`config.mk`:
```
export PLATFORM = sky130hd
export DESIGN_NAME = axi_vector_modulator_regmap
export DESIGN_NICKNAME = d
export VERILOG_FILES = /design/src/rtl/axi_vector_modulator_regmap.sv
export SDC_FILE = /design/constraint.sdc
export NUM_CORES = 1
export LEC_CHECK = 0
export CORE_UTILIZATION = 45
export CTS_CLUSTER_DIAMETER = 80
export DETAILED_ROUTE_END_ITERATION = 7
export HOLD_SLACK_MARGIN = 0.15
export PLACE_DENSITY = 0.77
export SYNTH_ARGS = -nofsm -noshare
export SYNTH_HDL_FRONTEND = slang
export SYNTH_SLANG_ARGS = --single-unit
```
`constraint.sdc`:
```
create_clock -name s_axi_aclk -period 6.28 [get_ports s_axi_aclk]
set_input_delay 1.256 -clock s_axi_aclk [delete_from_list [all_inputs] [get_ports s_axi_aclk]]
set_output_delay 1.256 -clock s_axi_aclk [all_outputs]
set_load 0.005 [all_outputs]
```
`src/rtl/axi_vector_modulator_regmap.sv`:
```
// AXI4-Lite register file for the vector-modulator: control registers,
// a ctrl_rst strobe, live status readback and saturating buffer-error counters.
//
// Write FSM
//   state  | meaning
//   W_IDLE | accepting AW and W independently, each latched until its partner arrives
//   W_RESP | register written on entry, bvalid held until bready
// Read FSM
//   state  | meaning
//   R_IDLE | arready high, waiting for an address
//   R_DATA | rdata/rresp registered at the AR handshake, rvalid held until rready
module axi_vector_modulator_regmap #(
  parameter int          ADDR_WIDTH   = 7,
  parameter logic [31:0] FAST_DIV_RST = 32'd1,
  parameter logic [31:0] SLOW_DIV_RST = 32'd1
) (
  input  logic                  s_axi_aclk,
  input  logic                  s_axi_areset,
  input  logic                  s_axi_awvalid,
  output logic                  s_axi_awready,
  input  logic [ADDR_WIDTH-1:0] s_axi_awaddr,
  input  logic                  s_axi_wvalid,
  output logic                  s_axi_wready,
  input  logic [31:0]           s_axi_wdata,
  input  logic [3:0]            s_axi_wstrb,
  output logic                  s_axi_bvalid,
  input  logic                  s_axi_bready,
  output logic [1:0]            s_axi_bresp,
  input  logic                  s_axi_arvalid,
  output logic                  s_axi_arready,
  input  logic [ADDR_WIDTH-1:0] s_axi_araddr,
  output logic                  s_axi_rvalid,
  input  logic                  s_axi_rready,
  output logic [31:0]           s_axi_rdata,
  output logic [1:0]            s_axi_rresp,
  output logic [31:0]           vm_ctrls,
  output logic [31:0]           fast_clk_div,
  output logic [31:0]           slow_clk_div,
  output logic [31:0]           pulse_cnt,
  output logic [31:0]           mask_base_addr,
  output logic [31:0]           mask_row_len,
  output logic [31:0]           mask_row_valid_len,
  output logic [31:0]           mask_len,
  output logic [31:0]           column_len,
  output logic [31:0]           vm_active_modes,
  output logic [31:0]           phase_idle_modes,
  output logic [31:0]           atten_idle_modes,
  output logic                  ctrl_rst,
  input  logic [31:0]           vm_status,
  input  logic [5:0]            vat_val,
  input  logic [5:0]            ps_val,
  input  logic                  buf_overflow_pulse,
  input  logic                  buf_underflow_pulse
);

  localparam logic [1:0] RESP_OKAY   = 2'b00;
  localparam logic [1:0] RESP_SLVERR = 2'b10;

  typedef enum logic {W_IDLE, W_RESP} w_state_t;
  typedef enum logic {R_IDLE, R_DATA} r_state_t;

  w_state_t    w_state, w_next;
  r_state_t    r_state, r_next;
  logic        ready_en;
  logic        aw_held, w_held;
  logic [4:0]  aw_idx_q;
  logic [31:0] wdata_q;
  logic [3:0]  wstrb_q;
  logic        aw_fire, w_fire, ar_fire, do_write;
  logic [4:0]  wr_idx, rd_idx;
  logic [31:0] wr_data, rd_val;
  logic [3:0]  wr_strb;
  logic [1:0]  wr_resp, rd_resp;
  logic [31:0] ctrl_q [12];
  logic [31:0] ovf_cnt, unf_cnt;

  assign aw_fire  = s_axi_awvalid && s_axi_awready;
  assign w_fire   = s_axi_wvalid && s_axi_wready;
  assign ar_fire  = s_axi_arvalid && s_axi_arready;
  assign wr_idx   = aw_held ? aw_idx_q : s_axi_awaddr[6:2];
  assign wr_data  = w_held ? wdata_q : s_axi_wdata;
  assign wr_strb  = w_held ? wstrb_q : s_axi_wstrb;
  assign do_write = (w_state == W_IDLE) && (aw_held || aw_fire) && (w_held || w_fire);
  assign rd_idx   = s_axi_araddr[6:2];

  // Holds the ready outputs low until the first cycle after reset releases
  always_ff @(posedge s_axi_aclk) begin
    if (s_axi_areset) ready_en <= 1'b0;
    else              ready_en <= 1'b1;
  end

  // Write FSM state register
  always_ff @(posedge s_axi_aclk) begin
    if (s_axi_areset) w_state <= W_IDLE;
    else              w_state <= w_next;
  end

  // Write FSM next state
  always_comb begin
    w_next = w_state;
    case (w_state)
      W_IDLE:  if (do_write) w_next = W_RESP;
      W_RESP:  if (s_axi_bready) w_next = W_IDLE;
      default: w_next = W_IDLE;
    endcase
  end

  // Write FSM outputs
  always_comb begin
    s_axi_awready = ready_en && (w_state == W_IDLE) && !aw_held;
    s_axi_wready  = ready_en && (w_state == W_IDLE) && !w_held;
    s_axi_bvalid  = (w_state == W_RESP);
  end

  // Latches AW and W that arrive ahead of their partner
  always_ff @(posedge s_axi_aclk) begin
    if (s_axi_areset) begin
      aw_held  <= 1'b0;
      w_held   <= 1'b0;
      aw_idx_q <= '0;
      wdata_q  <= '0;
      wstrb_q  <= '0;
    end else if (do_write) begin
      aw_held <= 1'b0;
      w_held  <= 1'b0;
    end else begin
      if (aw_fire) begin
        aw_held  <= 1'b1;
        aw_idx_q <= s_axi_awaddr[6:2];
      end
      if (w_fire) begin
        w_held  <= 1'b1;
        wdata_q <= s_axi_wdata;
        wstrb_q <= s_axi_wstrb;
      end
    end
  end

  // Write response decode: status registers and the unmapped range are rejected
  always_comb begin
    wr_resp = RESP_OKAY;
    if ((wr_idx >= 5'd13 && wr_idx <= 5'd15) || wr_idx >= 5'd18) wr_resp = RESP_SLVERR;
  end

  // Registers bresp and the ctrl_rst strobe on the write that enters W_RESP
  always_ff @(posedge s_axi_aclk) begin
    if (s_axi_areset) begin
      s_axi_bresp <= RESP_OKAY;
      ctrl_rst    <= 1'b0;
    end else begin
      if (do_write) s_axi_bresp <= wr_resp;
      ctrl_rst <= do_write && (wr_idx == 5'd12) && wr_data[0] && wr_strb[0];
    end
  end

  // Control register file with byte-lane strobes
  always_ff @(posedge s_axi_aclk) begin
    if (s_axi_areset) begin
      for (int i = 0; i < 12; i++) ctrl_q[i] <= '0;
      ctrl_q[1] <= FAST_DIV_RST;
      ctrl_q[2] <= SLOW_DIV_RST;
    end else if (do_write && wr_idx < 5'd12) begin
      for (int b = 0; b < 4; b++)
        if (wr_strb[b]) ctrl_q[wr_idx[3:0]][8*b +: 8] <= wr_data[8*b +: 8];
    end
  end

  // Saturating error counters; a clear coinciding with a pulse leaves a count of one
  always_ff @(posedge s_axi_aclk) begin
    if (s_axi_areset) begin
      ovf_cnt <= '0;
      unf_cnt <= '0;
    end else begin
      if (do_write && wr_idx == 5'd16)         ovf_cnt <= buf_overflow_pulse ? 32'd1 : 32'd0;
      else if (buf_overflow_pulse && ~&ovf_cnt) ovf_cnt <= ovf_cnt + 32'd1;
      if (do_write && wr_idx == 5'd17)          unf_cnt <= buf_underflow_pulse ? 32'd1 : 32'd0;
      else if (buf_underflow_pulse && ~&unf_cnt) unf_cnt <= unf_cnt + 32'd1;
    end
  end

  // Read FSM state register
  always_ff @(posedge s_axi_aclk) begin
    if (s_axi_areset) r_state <= R_IDLE;
    else              r_state <= r_next;
  end

  // Read FSM next state
  always_comb begin
    r_next = r_state;
    case (r_state)
      R_IDLE:  if (ar_fire) r_next = R_DATA;
      R_DATA:  if (s_axi_rready) r_next = R_IDLE;
      default: r_next = R_IDLE;
    endcase
  end

  // Read FSM outputs
  always_comb begin
    s_axi_arready = ready_en && (r_state == R_IDLE);
    s_axi_rvalid  = (r_state == R_DATA);
  end

  // Read mux; status inputs are captured only at the AR handshake
  always_comb begin
    rd_val  = '0;
    rd_resp = RESP_OKAY;
    if (rd_idx < 5'd12) rd_val = ctrl_q[rd_idx[3:0]];
    else begin
      case (rd_idx)
        5'd12:   rd_val = '0;
        5'd13:   rd_val = vm_status;
        5'd14:   rd_val = {26'd0, vat_val};
        5'd15:   rd_val = {26'd0, ps_val};
        5'd16:   rd_val = ovf_cnt;
        5'd17:   rd_val = unf_cnt;
        default: rd_resp = RESP_SLVERR;
      endcase
    end
  end

  // Read data register, held stable while the response is stalled
  always_ff @(posedge s_axi_aclk) begin
    if (s_axi_areset) begin
      s_axi_rdata <= '0;
      s_axi_rresp <= RESP_OKAY;
    end else if (ar_fire) begin
      s_axi_rdata <= rd_val;
      s_axi_rresp <= rd_resp;
    end
  end

  assign vm_ctrls           = ctrl_q[0];
  assign fast_clk_div       = ctrl_q[1];
  assign slow_clk_div       = ctrl_q[2];
  assign pulse_cnt          = ctrl_q[3];
  assign mask_base_addr     = ctrl_q[4];
  assign mask_row_len       = ctrl_q[5];
  assign mask_row_valid_len = ctrl_q[6];
  assign mask_len           = ctrl_q[7];
  assign column_len         = ctrl_q[8];
  assign vm_active_modes    = ctrl_q[9];
  assign phase_idle_modes   = ctrl_q[10];
  assign atten_idle_modes   = ctrl_q[11];

endmodule

```
==> reports/qor.yml <==
outcome:
  outcome: "finished, final reports clean"
detailed_routing:
  wl_um: 87500
  ant_nets: 0
  dr.first_iter.drc_count: 2558
  vias: 19988
  firstDrtPassIters: 6
  drc: 0
  wl_per_cell_um: 26.7
  avgViaCountPerCell: 6.11
setup_path:
  cp.required_ps: 6720
  end_kind: "flop"
  critPathKind: "in2reg"
  cp-start-kind: "primary input"
  crit_arrival_ps: 4940
  cp_max_fo: 31
global_routing:
  grt_use_met3_pct: 6.21
  grt_first_pass_wirelength_um: 124000
  track_usage_pct: 31.6
  grt_use_met1_pct: 41.6
  grt_pass1_vias: 18680
  grt_max_degree: 74
  gr-max-usage-layer: "met2"
  overflow: 0
  met2_usage_pct: 50.7
  antenna_found_initial: 4
run:
  drv_cap: 0
power_and_ir_drop:
  vdd_drop_max_v: 0.000209
  powerDensity_nw_per_um2: 255
  p_total_w: 0.00802
  leakagePower_nw: 10.4
synth:
  seq_area_frac_synth_pct: 58.9
  synth_seq_cells: 529
  synth_fa_ha_area_share_pct: 0.104
  synth_edf_count: 352
  synth-compound-area-share_pct: 7.56
  yosysUniqueCellTypes: 67
  synthFlopType: "edfxtp_1"
  syn_area_um2: 24000
  muxShareOfSynthArea_pct: 13.1
  synth_xor_area_share_pct: 1.90
  synth_top_family_by_area: "simple AND/OR/NAND/NOR gates"
  yosysWarnings: 0
  synth-simple-area-share_pct: 15.4
  async_reset_ff_share_pct: 0
  syn_inst: 2080
  syn_area_per_cell_um2: 11.5
die:
  fp.dieW_um: 233
  ios: 529
  start_util_pct: 45.6
  fp.dieH_um: 233
  core-area_um2: 52600
  placement_rows: 84
  dieArea_um2: 54200
sta:
  fmax_ghz: 0.223
  finalSetupTns_ps: 0
  drv_slew: 0
  period_needed_ps: 4490
  worst_slack_ps: 1790
  grt_setup_unrepaired: "no"
  finalHoldViolations: 0
  setup_viol: 0
  fin_hold_ws_ps: 455
  relSlewSlack_pct: 17.1
  worst_pin_slew_ps: 1240
  min_period_over_period_pct: 71.5
  skew_ps: 23.1
cts:
  cts_buffer_depth: 3
  clock_sinks: 529
  cts_hold_buf: 0
  cts-resized-gates: 0
  clkSlewWorstSetupHoldPaths_ps: 60
  cts_setup_buffers: 0
  htreeDepth: 2
  worst_skew_pair.late_latency_ps: 620
  cts_tree: "yes"
  cts_made_buffers: 54
  cts_root_buf: "clkbuf_16"
placement:
  dp_slack_ps: 1420
  hpwl_um: 66100
  port_buffers: 522
  gp_congestion: 0.953
layout:
  nFillCells: 4215
  final_common_cell: "clkdlybuf4s50_1"
  area_delta_synth_final_pct: 31.1
  final_util_pct: 59.8
  layout-drive-gt1-share_pct: 12.1
  final_cell_mix: "clkdlybuf4s50_1, nor2_1, edfxtp_1, nand2_1, dfxtp_1"
  fin_nets: 2640
min_path:
  min_path_type: "reg2reg"
==> report_power, final <==
group	internal, W	switching (W)	total, W
registers	0.00382	0.000102	0.00392
logic	0.000384	0.000397	0.000781
clock network	0.00193	0.00138	0.00332
==> cells by family (layout without fill, tap and decap cells) <==
group,count (synthesis),in the layout
flip-flops,529,529
other,1,6
AO/OA/AOI/OAI,282,282
multiplexers,186,186
adder cells (fa/ha/maj),2,2
buffers and inverters,166,665
AND/OR/NAND/NOR,862,862
XOR/XNOR,52,52
==> cell type report <==
| class | instances | area (µm²) | area share (%) |
|---|---|---|---|
| repair buffers | 541 | 5360 | 17.1 |
| diodes | 4 | 10.0 | 0.0319 |
| clock buffers | 69 | 1460 | 4.65 |
| well taps | 688 | 861 | 2.74 |
| clock inverters | 32 | 359 | 1.14 |
| multi-input cells | 1386 | 9160 | 29.2 |
| flip-flops and latches | 529 | 14100 | 44.9 |
| inverters | 23 | 86.3 | 0.275 |
==> layer usage <==
metal | wire length, µm | up-vias
li1 | - | 8494
met1 | 31900 | 9888
met2 | 41600 | 1395
met3 | 9940 | 209
met4 | 4020 | 2
met5 | 13 | -
==> cells in the mapped netlist, drive strengths merged, types with 3 or more instances <==
cell type / n / area (µm²)
a211oi: 13 / 97.6
a21oi: 80 / 400
a221oi: 27 / 236
a22o: 6 / 52.6
a22oi: 26 / 195
a31oi: 29 / 181
a32oi: 3 / 33.8
a41oi: 6 / 52.6
and2: 3 / 18.8
and3: 12 / 75.1
and4: 5 / 43.8
buf: 69 / 350
clkbuf: 74 / 278
dfxtp: 177 / 3540
edfxtp: 352 / 10600
inv: 23 / 86.3
mux2: 66 / 743
mux2i: 24 / 240
mux4: 96 / 2160
nand2: 249 / 935
nand2b: 6 / 37.5
nand3: 46 / 230
nand4: 21 / 138
nor2: 459 / 1730
nor3: 16 / 116
nor3b: 3 / 27.5
nor4: 14 / 144
o21ai: 66 / 330
o22a: 3 / 26.3
o2bb2ai: 8 / 70.1
or2: 3 / 18.8
or3: 14 / 92.6
or4: 4 / 30.0
xnor2: 37 / 324
xor2: 15 / 131
==> stage by stage <==
stage	instances	instance area, µm²
floorplan	2081	24000
global placement	3167	29600
detailed placement	3167	29600
CTS	3268	31400
global route	3271	31400
finish	3272	31400
==> worst max-delay path, stage by stage <==
cell and delay, ps:
clkdlybuf4s50_1 550, a21oi_1 140, nor3_2 850, nand3_1 860
nand2_1 1110, nor2_1 150
==> worst paths after layout <==
check,endpoint,slack (ps),cells after the start,from
worst max-delay path,ovf_cnt[10]$_SDFFE_PP0P_,1790,6,s_axi_wvalid
worst min register to register,wdata_q[31]$_SDFFE_PP0P_,460,2,wdata_q[31]$_SDFFE_PP0P_
worst min-delay path,wdata_q[31]$_SDFFE_PP0P_,460,2,wdata_q[31]$_SDFFE_PP0P_
worst max register to register,ovf_cnt[10]$_SDFFE_PP0P_,1940,5,w_held$_SDFFE_PP0P_
==> registers in the layout, indices dropped and copies added (netlist names) <==
signal and flops:
ctrl_q 384, ovf_cnt 32, s_axi_rdata 32, unf_cnt 32, wdata_q 32, aw_idx_q 5
wstrb_q 4, aw_held 1, ctrl_rst 1, ready_en 1, s_axi_bresp 1, s_axi_bvalid 1
s_axi_rresp 1, s_axi_rvalid 1, w_held 1
No activity file was read; power rests on OpenSTA's default activity.
